===== config.mk =====
export PLATFORM = sky130hd
export DESIGN_NAME = rca_reg_adder
export DESIGN_NICKNAME = d
export VERILOG_FILES = /design/src/rtl/adder_pkg.sv /design/src/rtl/dff_reg.sv /design/src/rtl/full_adder.sv /design/src/rtl/rca_reg_adder.sv
export SDC_FILE = /design/constraint.sdc
export NUM_CORES = 1
export LEC_CHECK = 0
export CAP_MARGIN = 10
export CORE_MARGIN = 2
export CORE_UTILIZATION = 29
export DETAILED_ROUTE_END_ITERATION = 16
export PLACE_DENSITY = 0.69
export SYNTH_ARGS = -nofsm -noshare
export SYNTH_HDL_FRONTEND = slang
export SYNTH_SLANG_ARGS = --single-unit

===== constraint.sdc =====
create_clock -name clk -period 9.35 [get_ports clk]
set_input_delay 1.4025 -clock clk [delete_from_list [all_inputs] [get_ports clk]]
set_output_delay 1.4025 -clock clk [all_outputs]
set_load 0.005 [all_outputs]

===== src/rtl/adder_pkg.sv =====
// adder_pkg: shared default operand width for the adder family
package adder_pkg;
    localparam int ADDER_N = 16;
endpackage


===== src/rtl/dff_reg.sv =====
// dff_reg: W-bit register with sync active-low clear; ports clk, rst_n, d -> q
module dff_reg #(
    parameter int W = 17
) (
    input  logic         clk,
    input  logic         rst_n,
    input  logic [W-1:0] d,
    output logic [W-1:0] q
);
    logic [W-1:0] q_d, q_q;
    always_comb q_d = rst_n ? d : '0;
    always_ff @(posedge clk) q_q <= q_d;
    assign q = q_q;
endmodule


===== src/rtl/full_adder.sv =====
// full_adder: 1-bit full adder; ports a, b, cin -> s (sum), cout (carry), p (propagate)
module full_adder (
    input  logic a,
    input  logic b,
    input  logic cin,
    output logic s,
    output logic cout,
    output logic p
);
    assign p    = a ^ b;
    assign s    = p ^ cin;
    assign cout = (a & b) | (p & cin);
endmodule


===== src/rtl/rca_reg_adder.sv =====
// rca_reg_adder: N-bit ripple-carry adder; A, B, Cin -> comb S, Cout, P; registered out = {Cout, S}
module rca_reg_adder
    import adder_pkg::*;
#(
    parameter int N = ADDER_N
) (
    input  logic         clk,
    input  logic         rst_n,
    input  logic [N-1:0] A,
    input  logic [N-1:0] B,
    input  logic         Cin,
    output logic [N-1:0] S,
    output logic         Cout,
    output logic [N-1:0] P,
    output logic [N:0]   out
);
    logic [N:0] c;
    assign c[0] = Cin;
    for (genvar i = 0; i < N; i++) begin : g_fa
        full_adder u_fa (
            .a   (A[i]),
            .b   (B[i]),
            .cin (c[i]),
            .s   (S[i]),
            .cout(c[i+1]),
            .p   (P[i])
        );
    end
    assign Cout = c[N];
    dff_reg #(.W(N + 1)) u_out (
        .clk  (clk),
        .rst_n(rst_n),
        .d    ({Cout, S}),
        .q    (out)
    );
endmodule


-- Word level (Yosys, flattened, before mapping)
Index checks and enable logic that the tools add are counted.
- bits of input ports: 35
- logic and storage cells: 81
- register bits: 17
- bitwise gates (word level): 80
- operator list (cell ; number):
    $and 1x1->1 ; 32
    $xor 1x1->1 ; 32
    $or 1x1->1 ; 16

-- Depth between registers and ports, before layout
Gate-level depths: netlist (run 1).
- depth in word-level cells: 33
- gate-level depth with buffers: 21
- depth with buffers taken out: 20

-- Hierarchy
Synthesis (run 1) repeated with hierarchy kept, for this count alone.
- cell total of the unflattened synthesis: 67
- area total of the unflattened synthesis: 994.7 µm²
- by module, submodules not included (module ; cells each ; area an instance (µm²) ; times used):
    full_adder ; 2 ; 32.5 ; 16
    dff_reg ; 35 ; 474.2 ; 1

-- Worst setup path after synthesis (run 1)
No wires, ideal clock.
- path type: in2out
- from: input A[0]
- to: output S[15]
- setup slack: 0.372 ns
- path buffers: 1
- cell stages on the path: 21
- arrival time: 7.576 ns
- path through: inv_1 fa_1 inv_1 fa_1 fa_1 fa_1 fa_1 fa_1 fa_1 fa_1 fa_1 fa_1 fa_1 fa_1 fa_1 fa_1 fa_1 inv_1 fa_1 inv_1 buf_4
- cells in the longest elaborated chain, start to end: 32
- elaborated cells between the ends (all ways): 33
- those cells by class: 33 x bitwise
- RTL lines (what ; RTL line ; RTL):
    from (decl) ; rca_reg_adder.sv:9 ; input logic [N-1:0] A,
    $xor 1x1->1 ; full_adder.sv:10 ; assign p = a ^ b;
    $and 1x1->1 ; full_adder.sv:12 ; assign cout = (a & b) | (p & cin);
    $or 1x1->1 (*) ; full_adder.sv:12 ;
    $and 1x1->1 (*) ; full_adder.sv:12 ;
    $or 1x1->1 (*) ; full_adder.sv:12 ;
    $and 1x1->1 (*) ; full_adder.sv:12 ;
    $or 1x1->1 (*) ; full_adder.sv:12 ;
    $and 1x1->1 (*) ; full_adder.sv:12 ;
    [16 not listed] ; - ;
    $or 1x1->1 (*) ; full_adder.sv:12 ;
    $and 1x1->1 (*) ; full_adder.sv:12 ;
    $or 1x1->1 (*) ; full_adder.sv:12 ;
    $and 1x1->1 (*) ; full_adder.sv:12 ;
    $or 1x1->1 (*) ; full_adder.sv:12 ;
    $and 1x1->1 (*) ; full_adder.sv:12 ;
    $or 1x1->1 (*) ; full_adder.sv:12 ;
    $xor 1x1->1 (*) ; full_adder.sv:11 ; assign s = p ^ cin;
    to (decl) ; rca_reg_adder.sv:12 ; output logic [N-1:0] S,
Every way passes the cells marked *; elsewhere a longest branch is shown, timed or not.

-- Final worst setup path (run 1)
- from: input B[1]
- to: output S[14]
- cells in the longest elaborated chain, start to end: 28
- elaborated cells between the ends (all ways): 29
- those cells by class: 29 x bitwise
- RTL lines (what ; RTL line ; RTL):
    from (decl) ; rca_reg_adder.sv:10 ; input logic [N-1:0] B,
    $xor 1x1->1 ; full_adder.sv:10 ;
    $and 1x1->1 ; full_adder.sv:12 ;
    $or 1x1->1 (*) ; full_adder.sv:12 ;
    $and 1x1->1 (*) ; full_adder.sv:12 ;
    $or 1x1->1 (*) ; full_adder.sv:12 ;
    $and 1x1->1 (*) ; full_adder.sv:12 ;
    $or 1x1->1 (*) ; full_adder.sv:12 ;
    $and 1x1->1 (*) ; full_adder.sv:12 ;
    [12 not listed] ; - ;
    $or 1x1->1 (*) ; full_adder.sv:12 ;
    $and 1x1->1 (*) ; full_adder.sv:12 ;
    $or 1x1->1 (*) ; full_adder.sv:12 ;
    $and 1x1->1 (*) ; full_adder.sv:12 ;
    $or 1x1->1 (*) ; full_adder.sv:12 ;
    $and 1x1->1 (*) ; full_adder.sv:12 ;
    $or 1x1->1 (*) ; full_adder.sv:12 ;
    $xor 1x1->1 (*) ; full_adder.sv:11 ;
Marked as above.

==> results.md, run 1 <==
- CTS tree: built
- DRT antenna net count: 0
- Number of synthesized register bits: 17
- Area Overhead vs Synth: 59.5%
- Sequential Power Share: 32.5%
- Final hold slack: 1.62 ns
- CP Buf/Inv Count: 2
- Initial antenna violation count: 0
- GP Congestion: 0.847
- Final WS setup: 0.234 ns
- Family with the most delay on the worst path: adder cells
- Final net count: 233
- Final setup violating endpoints: 0
- Leak Pwr: 0.844 nW
- Max Slew Vio Count: 0
- Max-Cap Viols: 0
- Die H: 69.8 um
- Worst Setup Start Kind: primary input
- Starting Density: 30.7%
- Cells along the critical path: clkdlybuf4s50_1 -> fa_2 -> fa_2 -> fa_2 -> fa_2 -> fa_2 -> fa_2 -> fa_2 -> fa_2 -> fa_2 -> fa_2 -> fa_2 -> fa_2 -> fa_2 -> fa_2 -> clkdlybuf4s50_1
- GRT Overall Usage: 11.3%
- Site Rows: 23
- Unrepaired setup endpoints after global routing: false
- Detailed Route Iter0 Violations: 12
- CTS root buf: clkbuf_8
- Vias in the first global route: 958
- First-pass GRT wire length: 4330 um
- NetSw: 0.0658 mW
- Clk buf depth: 2
- DPL Wire Length: 2360 um
- DR vias: 860
- Clock Power Share: 20.9%
- Post-synth cell types: 8
- Clock sink count: 17
- Synthesized net count: 176
- Combinational share of power: 46.7%
- Power Dens Cells: 129 nW/um^2
- H-tree depth: 1
- DRC: 0
- Layout cells sized above 1: 17.0%
- Final wirelength: 2720 um
- Synthesized instance count: 109
- Syn_area_per_cell: 11.5 um^2
- Sw frac: 25.4%
- TNS Setup: 0 ns
- Ant diodes: 0
- Fin crit period: 9.12 ns
- Synth warn: 0
- Post-Route Utilization: 49.0%
- Worst slew margin relative to its limit: 66.5%
- Final worst-path cycle share: 97.5%
- CP peak stage delay: 0.55 ns
- Wire per inst: 12.7 um
- Status: finished, final reports clean
- Int Power: 0.193 mW
- WP data required: 7.95 ns
- Max VDD drop: 0.0000484 V
- Crit path DAT: 7.71 ns
- Critical path capture point type: primary output
- Die ar.: 4870 um^2
- Worst hold path type: primary input to flip-flop
- Final hold vios: 0
- Max Fclk: 110 MHz
- Total gr overflow: 0
- Placement Setup Slack: -0.929 ns
- Hold Buf Count CTS: 0
- Worst path slowest cell: fa_2
- Critical path peak fanout: 2
- Register area share after synthesis: 27.1%
- Mapped cell area: 1260 um^2
- First-pass DRT Iterations: 3
- Post-DR vias/cell: 4.00
- Die Wd: 69.8 um
- WS Path Type: primary input to primary output
- Port Buf Inserts: 84
- Inserted Clock Buffers: 3
- Most used cell, CP: fa_2
- Core area: 4090 um^2
- Worst slew pin tran: 0.501 ns
- Number of flip-flops in the largest register: 17
- Clock slew at reported path FFs: 0.06 ns
- I/O pins: 85
- Largest net degree at the start of global routing: 18
final timing paths:
path,cells past startpoint,end,slack [ns],from
worst max-delay path,16,S[14],0.23,B[1]
worst min-delay path,4,u_out.q[0]$_SDFF_PN0_,1.62,A[0]
power by group through the flow:
stage          Combinational, mW  Sequential [mW]  Clock [mW]
2_1_floorplan             0.0574           0.0870           0
3_3_place_gp               0.115           0.0854           0
3_5_place_dp               0.118           0.0858           0
4_1_cts                    0.122           0.0841      0.0564
5_1_grt                    0.132           0.0847      0.0620
6_report                   0.121           0.0840      0.0540
metrics by stage:
step | instance area (um^2) | instances | total power [mW]
detailed placement | 1920 | 211 | 0.204
floorplan | 1260 | 109 | 0.144
global route | 2000 | 215 | 0.279
CTS | 2000 | 215 | 0.263
global placement | 1920 | 211 | 0.200
finish | 2000 | 215 | 0.259
routing by layer:
layer / part of all wire [%] / vias up / global-route usage [%]
li1: - / 399 / -
met1: 32 / 401 / 11.1
met2: 56 / 58 / 22.3
met3: 12 / 2 / 4.22
met4: 0.15 / 0 / 1.92
met5: 0 / - / 0
cells in the mapped netlist:
master / number / share of area (%)
and2_1: 14 / 7.0
buf_4: 32 / 19
buf_6: 1 / 0.90
dfxtp_1: 17 / 27
fa_1: 16 / 25
ha_1: 16 / 16
inv_1: 10 / 3.0
nor2b_1: 3 / 1.5
cells in the final DEF (no fill, tap or decap):
| master | instances |
|---|---|
| clkdlybuf4s50_1 | 78 |
| dfxtp_1 | 17 |
| fa_2 | 16 |
| ha_1 | 16 |
| and2_1 | 14 |
| inv_2 | 6 |
| inv_1 | 4 |
| nor2b_1 | 3 |
| clkbuf_8 | 3 |
| dlymetal6s2s_1 | 3 |
| clkbuf_1 | 1 |
| clkbuf_2 | 1 |
| dlygate4sd2_1 | 1 |
| buf_6 | 1 |
| buf_4 | 1 |
cells by family after synthesis:
logic type    Yosys count  synth area share, %
buf+inv                43                 23.0
simple gates           17                 8.47
flops                  17                 27.1
fa+ha+maj              32                 41.4
final cells by class:
cell class | instances | area [um^2]
Multi-Input combinational cell | 49 | 667
Timing Repair Buffer | 85 | 851
Fill cell | 377 | 2080
Clock buffer | 4 | 45.0
Inverter | 10 | 37.5
Sequential cell | 17 | 340
Tap cell | 50 | 62.6
what timing repair did:
action,in CTS,in global routing
resized for setup,21,13
setup endpoints to repair,4,2
pin swaps,4,16
buffers inserted,0,0
Power figures use the tool's default switching activity.
==> run 2, diff against run 1 <==
- CAP_MARGIN: 10 -> 20
- CELL_PAD_IN_SITES_DETAIL_PLACEMENT: not set -> 0
- CELL_PAD_IN_SITES_GLOBAL_PLACEMENT: not set -> 2
- CORE_UTILIZATION: 29 -> 18
- PLACE_DENSITY: 0.69 -> 0.75
==> run 2 against run 1 <==
Compared with the run above: sequential cell count unchanged; non-clock buffer count unchanged; largest power group unchanged; die area increased by 57%.
==> results.md, run 2 (synthesis gave the netlist of run 1 again) <==
- Critical path peak fanout: 2
- Hold Buf Count CTS: 0
- Final WS setup: 0.239 ns
- Final worst-path cycle share: 97.4%
- Post-Route Utilization: 30.1%
- Final Power: 0.258 mW
- Family with the most delay on the worst path: adder cells
- Largest net degree at the start of global routing: 18
- Fill cells: 717
- CTS root buf: clkbuf_8
- Post-DR vias/cell: 3.43
- Number of flip-flops in the largest register: 17
- Worst slew margin relative to its limit: 62.8%
- DPL Wire Length: 2180 um
- Critical path capture point type: primary output
- Initial antenna violation count: 0
- Unrepaired setup endpoints after global routing: false
- Clock slew at reported path FFs: 0.07 ns
- Detailed Route Iter0 Violations: 9
- WP data required: 7.95 ns
- Die Wd: 87.5 um
- Clock sink count: 17
- Post-CTS Setup Bufs: 0
- H-tree depth: 1
- Die ar.: 7660 um^2
- Area post-placement: 1950 um^2
- Layout Cells excl Fill: 245
- Most used cell, CP: fa_2
- Final instance area: 2030 um^2
- Final hold vios: 0
- Port Buf Inserts: 84
- Status: finished, final reports clean
- Max-Cap Viols: 0
- DR vias: 840
- Max Fclk: 110 MHz
- Final setup violating endpoints: 0
- Cells along the critical path: clkdlybuf4s50_1 -> inv_1 -> fa_2 -> inv_2 -> fa_2 -> fa_2 -> fa_2 -> fa_2 -> fa_2 -> fa_2 -> fa_2 -> fa_2 -> fa_2 -> fa_2 -> fa_2 -> fa_2 -> fa_2 -> fa_2 -> inv_2 -> fa_2 -> inv_1 -> buf_2
- Core area: 6760 um^2
- CP peak stage delay: 0.44 ns
- CP Buf/Inv Count: 6
- TNS Setup: 0 ns
- First-pass GRT wire length: 3880 um
- Wire per inst: 10.6 um
- Worst Setup Start Kind: primary input
- I/O pins: 85
- Crit path DAT: 7.71 ns
- Placement Setup Slack: -0.845 ns
- Max VDD drop: 0.0000361 V
- Worst hold path type: primary input to flip-flop
- Clk buf depth: 2
- Starting Density: 18.6%
- Inserted Clock Buffers: 3
- Placed cell count: 241
- DRC: 0
- Final net count: 233
- Ant diodes: 0
- Worst slew pin tran: 0.556 ns
- Final hold slack: 1.77 ns
- First-pass DRT Iterations: 2
- Final wirelength: 2600 um
- Site Rows: 30
- Die H: 87.5 um
- Fin crit period: 9.11 ns
- Commonest non-fill, non-tap cells in the layout: 79 x clkdlybuf4s50_1, 17 x dfxtp_1, 16 x fa_2, 16 x ha_1, 14 x and2_1
- GRT Overall Usage: 6.63%
- Total gr overflow: 0
- Area Overhead vs Synth: 61.7%
- DRT antenna net count: 0
- CTS tree: built
- Vias in the first global route: 875
- Commonest non-fill, non-tap cell in the layout: clkdlybuf4s50_1
- Layout cells sized above 1: 14.5%
- Worst path slowest cell: fa_2
- Power Dens Cells: 127 nW/um^2
- Leak Pwr: 0.822 nW
- Max Slew Vio Count: 0
- GP Congestion: 0.632
- WS Path Type: primary input to primary output
==> run 2: cell types whose count changed in the layout (fill, tap and decap cells not counted), sizes merged <==
| cell | previous run | this run |
|---|---|---|
| dlymetal6s2s | 3 | 0 |
| dlygate4sd2 | 1 | 3 |
| clkdlybuf4s15 | 0 | 1 |
| clkdlybuf4s50 | 78 | 79 |
| clkbuf | 5 | 4 |
==> run 2: where the power goes <==
group / internal (mW) / switching (mW)
combinational: 0.0791 / 0.0385
clock: 0.0302 / 0.0263
sequential: 0.0817 / 0.00210
==> run 2: path summary, 6_finish.rpt <==
check | slack [ns] | startpoint | endpoint | cells past startpoint
setup / recovery | 0.24 | Cin | S[15] | 22
hold / removal | 1.77 | B[0] | u_out.q[0]$_SDFF_PN0_ | 4
==> run 2: layout make-up <==
type | count | area (um^2) | share of cell area [%]
Sequential cell | 17 | 340 | 16.8
Inverter | 10 | 37.5 | 1.85
Timing Repair Buffer | 85 | 841 | 41.4
Tap cell | 80 | 100 | 4.93
Clock buffer | 4 | 45.0 | 2.22
Multi-Input combinational cell | 49 | 667 | 32.8
==> run 2: worst min-delay path, stage by stage <==
cell	delay [ns]
dlygate4sd2_1	0.24
inv_1	0.08
fa_2	0.21
nor2b_1	0.04
==> run 2: timing repair <==
item / in CTS / in global routing
gates resized for setup: 28 / 0
pin swaps: 15 / 13
setup endpoints to repair: 4 / 3
==> run 2: per-layer routing <==
layer  wire length (um)  track usage, %  vias to the layer above
met5                  0               0                        -
met4                 31            2.52                        0
met3                264            2.54                        2
li1                   -               -                      396
met1               1010            7.57                      394
met2               1290            11.2                       48
==> run 3, diff against run 2 <==
- CAP_MARGIN: 20 -> not set
- SLEW_MARGIN: not set -> 10
==> results of run 3 <==
Same layout as run 2: the final DEF is identical, and so are final timing and power.
